--- config.mk ---
export PLATFORM = sky130hd
export DESIGN_NAME = reset_sequencer
export DESIGN_NICKNAME = d
export VERILOG_FILES = /design/src/rtl/reset_sequencer.sv
export SDC_FILE = /design/constraint.sdc
export NUM_CORES = 1
export LEC_CHECK = 0
export BUFFER_PORTS_ARGS = -buffer_cell sky130_fd_sc_hd__buf_4
export CAP_MARGIN = 20
export CORE_MARGIN = 5
export CORE_UTILIZATION = 50
export DETAILED_ROUTE_END_ITERATION = 16
export GPL_TIMING_DRIVEN = 0
export PLACE_DENSITY_LB_ADDON = 0.15
export SETUP_SLACK_MARGIN = 0.2
export SLEW_MARGIN = 40
export SYNTH_ARGS = -nofsm -noshare
export SYNTH_HDL_FRONTEND = slang
export SYNTH_SLANG_ARGS = --single-unit
--- constraint.sdc ---
create_clock -name i_clk -period 2.17 [get_ports i_clk]
set_clock_uncertainty 0.2 [all_clocks]
set_input_delay 0.434 -clock i_clk [delete_from_list [all_inputs] [get_ports i_clk]]
set_output_delay 0.434 -clock i_clk [all_outputs]
set_load 0.01 [all_outputs]
--- src/rtl/reset_sequencer.sv ---
// reset_sequencer: releases STAGES reset outputs one by one after a minimum hold time and a
// filtered PLL lock. A PLL lock loss or a software request restarts the whole sequence.
//
// Ports:
//   i_clk        - single clock
//   i_srst       - synchronous active-high reset
//   i_pll_locked - PLL lock status, synchronous to i_clk
//   i_sw_rst_req - single-cycle software reset request
//   o_rst        - per-stage resets, polarity set by OUT_RST_ACTIVE; bit k releases before bit k+1
//   o_ready      - high only when every stage is released
//   o_state      - debug state: 0 ASSERT, 1 WAIT_LOCK, 2 RELEASE, 3 DONE
module reset_sequencer #(
  parameter int unsigned STAGES         = 3,
  parameter int unsigned HOLD_CYCLES    = 16,
  parameter int unsigned LOCK_FILTER    = 4,
  parameter int unsigned GAP_CYCLES     = 8,
  parameter string       OUT_RST_ACTIVE = "HIGH"
) (
  input  logic              i_clk,
  input  logic              i_srst,
  input  logic              i_pll_locked,
  input  logic              i_sw_rst_req,
  output logic [STAGES-1:0] o_rst,
  output logic              o_ready,
  output logic [1:0]        o_state
);

  localparam int unsigned MaxHl  = (HOLD_CYCLES > LOCK_FILTER) ? HOLD_CYCLES : LOCK_FILTER;
  localparam int unsigned MaxCyc = (MaxHl > GAP_CYCLES) ? MaxHl : GAP_CYCLES;
  localparam int unsigned CntW   = $clog2(MaxCyc) + 1;
  localparam int unsigned IdxW   = (STAGES > 1) ? $clog2(STAGES) : 1;

  // Level driven onto o_rst while a stage is held in reset.
  localparam logic RstOn = (OUT_RST_ACTIVE == "LOW") ? 1'b0 : 1'b1;

  localparam logic [CntW-1:0] HoldLast  = CntW'(HOLD_CYCLES - 1);
  localparam logic [CntW-1:0] LockLast  = CntW'(LOCK_FILTER - 1);
  localparam logic [CntW-1:0] GapLast   = CntW'(GAP_CYCLES - 1);
  localparam logic [IdxW-1:0] StageLast = IdxW'(STAGES - 1);

  // Elaboration-time parameter checks.
  if (STAGES == 0 || STAGES > 8) begin : g_err_stages
    $error("reset_sequencer: STAGES must be in 1..8");
  end
  if (HOLD_CYCLES == 0) begin : g_err_hold
    $error("reset_sequencer: HOLD_CYCLES must be >= 1");
  end
  if (LOCK_FILTER == 0) begin : g_err_lock
    $error("reset_sequencer: LOCK_FILTER must be >= 1");
  end
  if (GAP_CYCLES == 0) begin : g_err_gap
    $error("reset_sequencer: GAP_CYCLES must be >= 1");
  end
  if (OUT_RST_ACTIVE != "HIGH" && OUT_RST_ACTIVE != "LOW") begin : g_err_pol
    $error("reset_sequencer: OUT_RST_ACTIVE must be \"HIGH\" or \"LOW\"");
  end

  typedef enum logic [1:0] {
    StAssert   = 2'd0,
    StWaitLock = 2'd1,
    StRelease  = 2'd2,
    StDone     = 2'd3
  } state_e;

  state_e            state_q, state_d;
  logic [CntW-1:0]   cnt_q, cnt_d;
  logic [IdxW-1:0]   stage_q, stage_d;
  logic [STAGES-1:0] rst_q, rst_d;
  logic              ready_q, ready_d;
  logic              abort;

  always_comb begin
    state_d = state_q;
    cnt_d   = cnt_q;
    stage_d = stage_q;
    rst_d   = rst_q;
    ready_d = ready_q;

    // Lock loss only matters once release has begun; the software request aborts anywhere,
    // including ASSERT, where it restarts the hold count.
    abort = i_sw_rst_req ||
            (!i_pll_locked && (state_q == StRelease || state_q == StDone));

    if (abort) begin
      state_d = StAssert;
      cnt_d   = '0;
      stage_d = '0;
      rst_d   = {STAGES{RstOn}};
      ready_d = 1'b0;
    end else begin
      unique case (state_q)
        StAssert: begin
          if (cnt_q == HoldLast) begin
            state_d = StWaitLock;
            cnt_d   = '0;
          end else begin
            cnt_d = cnt_q + 1'b1;
          end
        end
        StWaitLock: begin
          if (!i_pll_locked) begin
            cnt_d = '0;
          end else if (cnt_q == LockLast) begin
            state_d = StRelease;
            cnt_d   = '0;
            stage_d = '0;
          end else begin
            cnt_d = cnt_q + 1'b1;
          end
        end
        StRelease: begin
          if (cnt_q == GapLast) begin
            cnt_d = '0;
            for (int unsigned k = 0; k < STAGES; k++) begin
              if (IdxW'(k) == stage_q) rst_d[k] = ~RstOn;
            end
            if (stage_q == StageLast) begin
              state_d = StDone;
              ready_d = 1'b1;
            end else begin
              stage_d = stage_q + 1'b1;
            end
          end else begin
            cnt_d = cnt_q + 1'b1;
          end
        end
        StDone: begin
          // Hold until an abort.
        end
      endcase
    end
  end

  always_ff @(posedge i_clk) begin
    if (i_srst) begin
      state_q <= StAssert;
      cnt_q   <= '0;
      stage_q <= '0;
      rst_q   <= {STAGES{RstOn}};
      ready_q <= 1'b0;
    end else begin
      state_q <= state_d;
      cnt_q   <= cnt_d;
      stage_q <= stage_d;
      rst_q   <= rst_d;
      ready_q <= ready_d;
    end
  end

  assign o_rst   = rst_q;
  assign o_ready = ready_q;
  assign o_state = state_q;

endmodule

==> run summary <==
H-tree levels: 1
Full die area: 2820 µm²
Clock buffer count from CTS: 3
Final count of hold timing violations: 0
Count of hold-fix buffers inserted at cts: 0
Slew Limit Fails: 0
Power Dens Cells: 356 nW/µm²
Timing startpoint of the critical path: o_state[1]$_SDFFE_PP0P_
RSZ-0062 raised after global routing: no
Startpoint type of the worst setup path: flop
Required arrival time at the worst endpoint: 2180 ps
Initial core utilization: 0.533
Total half-perimeter wirelength after legalization and detailed placement: 1400 µm
Post-DP Area: 1040 µm²
Total Neg Setup Slack: 0 ps
Most common cell after layout, fill and taps aside: buf_4
Slew @ Worst Pin: 426 ps
Overall die width: 53.2 µm
Routability congestion estimate: 0.783
Fraction of final layout cells with drive strength greater than 1: 0.358
Leakage power total: 0.443 nW
Height of the die: 53.2 µm
Area delta synth->final: 27.0%
Wire length of the first global-routing pass: 3230 µm
Relative slew slack: 0.716
Non-Filler Cell Area, Final: 1180 µm²
Gate count of the mapped netlist: 104
Endpoint kind of the worst setup timing path: flop
Sum of routed wire length over all layers: 2060 µm
Via count of the first global-routing pass: 733
Most used cells in the layout excluding fill and tap cells: buf_4, inv_1, nor2_1
I/O Buffers: 9
Hold path startpoint: o_ready$_SDFFE_PP0P_
Max-cap violation count: 0
TritonCTS clock tree: yes
Slowest cell delay on critical path: 460 ps
Via density per instance: 5.49
Initial antenna violation count: 0
CTS sink cnt: 13
Distinct cells, synth: 39
Layout Nets: 140
Largest delay contributor family on the critical path: adder cells
Residual antenna-violating net count after detailed routing: 0
Count of yosys warnings during synthesis: 0
Core area: 1750 µm²
Final count of negative-setup-slack endpoints: 0
Post-route DRC violation count: 0
Area of the mapped netlist: 931 µm²
Row count: 15
Highest ir drop seen on vdd: 0.322 mV
Vias: 812
Status: finished clean
Worst-case clock buffer depth: 2
Tmin final: 1910 ps
Total global routing track utilization: 0.160
CP Cell Sequence: inv_1 -> ha_1 -> nor2b_1 -> a41oi_2 -> nand4_1 -> a31oi_1
Post-CTS clock slew at the launch and capture registers of the worst setup and hold paths: 90 ps
Bufs and invs on worst path: 1
Global-route congestion overflow total: 0
Reg-to-reg critical path startpoint: o_state[1]$_SDFFE_PP0P_
Insertion delay of the later-clocked pin in the worst-skew pair: 280 ps
Total inserted antenna cells: 0
Peak fanout along the critical path: 7
Type of the tightest min-delay check: flop to flop
Share of synthesized area occupied by flip-flops and latches: 0.280
Clock tree root driver cell: clkbuf_4
Pin count of the biggest net entering global routing: 11
Total power: 421 µW
Worst Path Class, Setup: flop to flop
Wire per inst: 13.9 µm
Upper clock frequency limit: 525 MHz
Standard cell with the maximum stage delay on the critical path: ha_1
Ports placed on the boundary: 10
Final period util: 0.878
Drt first pass iters: 4
Register bit count reported by yosys: 13
Initial detailed-routing violation count: 5
Post-Syn Area per Cell: 8.95 µm²
Synthesized netlist net count: 120
Worst EP arrival: 1910 ps
power by group:
part	leakage [nW]	switching, mW	internal [mW]
registers	0.109	0.00260	0.236
logic	0.319	0.0120	0.0110
clock network	0.0150	0.0876	0.0715
total	0.443	0.102	0.319
stage by stage:
stage | instances | util | hold WS (ps) | setup WS, ps
floorplan | 104 | - | 270 | 215
global placement | 138 | 0.595 | 235 | 157
detailed placement | 138 | 0.595 | 237 | 134
CTS | 143 | 0.615 | 250 | 142
global route | 148 | 0.677 | 293 | 149
finish | 148 | 0.677 | 247 | 265
kinds of logic after synthesis:
| family | after synthesis | synth area share |
|---|---|---|
| and+or+nand+nor | 37 | 0.230 |
| AOI/OAI and AO/OA | 21 | 0.198 |
| buffers and inverters | 16 | 0.0753 |
| DFF | 13 | 0.280 |
| adders and majority gates | 12 | 0.161 |
| muxes | 5 | 0.0565 |
cell usage after synthesis:
cell        n  area, µm²
nor2_1     11       41.3
a21oi_2     1       8.76
and4bb_1    1       12.5
a21oi_1     4       20.0
nand2_1     9       33.8
nor2b_1     1       6.26
buf_2       2       10.0
nand3_1     4       20.0
o211ai_1    1       7.51
nand4_1     1       6.26
mux2_2      1       11.3
o21ai_0     1       5.00
and4bb_4    1       16.3
ha_1       12        150
o21a_1      1       7.51
and4bb_2    1       12.5
a2111oi_4   1       27.5
dfxtp_1    13        260
a41oi_1     1       8.76
clkbuf_1    1       3.75
a21o_1      3       22.5
nor4_1      1       6.26
mux2i_1     3       30.0
a311oi_1    1       8.76
a31oi_1     1       6.26
mux2_1      1       11.3
inv_1      12       45.0
a22oi_1     1       7.51
o21ai_1     2       10.0
a221oi_4    1       26.3
nor3b_1     1       7.51
a2bb2oi_1   1       8.76
or2_1       1       6.26
nor3b_4     1       18.8
buf_6       1       11.3
o21ai_2     1       8.76
and3b_1     1       8.76
and2_2      1       7.51
nor3_1      2       10.0
path summary, 6_finish.rpt:
| path | cells after the start | endpoint | slack, ps |
|---|---|---|---|
| setup / recovery | 6 | cnt_q[3]$_SDFFE_PP0N_ | 260 |
| hold / removal | 2 | o_ready$_SDFFE_PP0P_ | 250 |
| setup reg to reg | 6 | cnt_q[3]$_SDFFE_PP0N_ | 260 |
| hold reg to reg | 2 | o_ready$_SDFFE_PP0P_ | 250 |
repair_timing:
action / in CTS / in global routing
gates resized for setup: 2 / 21
endpoints found under the setup margin: 11 / 12
pin swaps: 1 / 4
setup buffers: 1 / 5
worst min-delay path: cells and delay by family (launching register included):
kind,cells,cell delay [ps]
AOI/OAI and AO/OA,1,50
buffers and inverters,1,40
DFF,1,320
per-layer routing:
layer | vias up | part of all wire | wire [µm] | GRT usage
met5 | - | 0 | 0 | 0
met4 | 0 | 0.029 | 59 | 0.102
met2 | 15 | 0.48 | 978 | 0.240
li1 | 399 | - | - | -
met1 | 391 | 0.46 | 951 | 0.206
met3 | 7 | 0.032 | 66 | 0.0338
layout make-up:
cell class	instances	area, µm²
multi-input combinational	75	659
buffer	4	31.3
sequential	13	277
tap	25	31.3
clock buffer	4	26.3
timing repair buffer	15	110
inverter	12	47.5
fill	139	563
sequential cells by signal (all words and copies together), names as in the netlist:
| name | flops |
|---|---|
| o_rst | 3 |
| cnt_q | 5 |
| o_state | 2 |
| stage_q | 2 |
| o_ready | 1 |
Power figures use the tool's default switching activity.
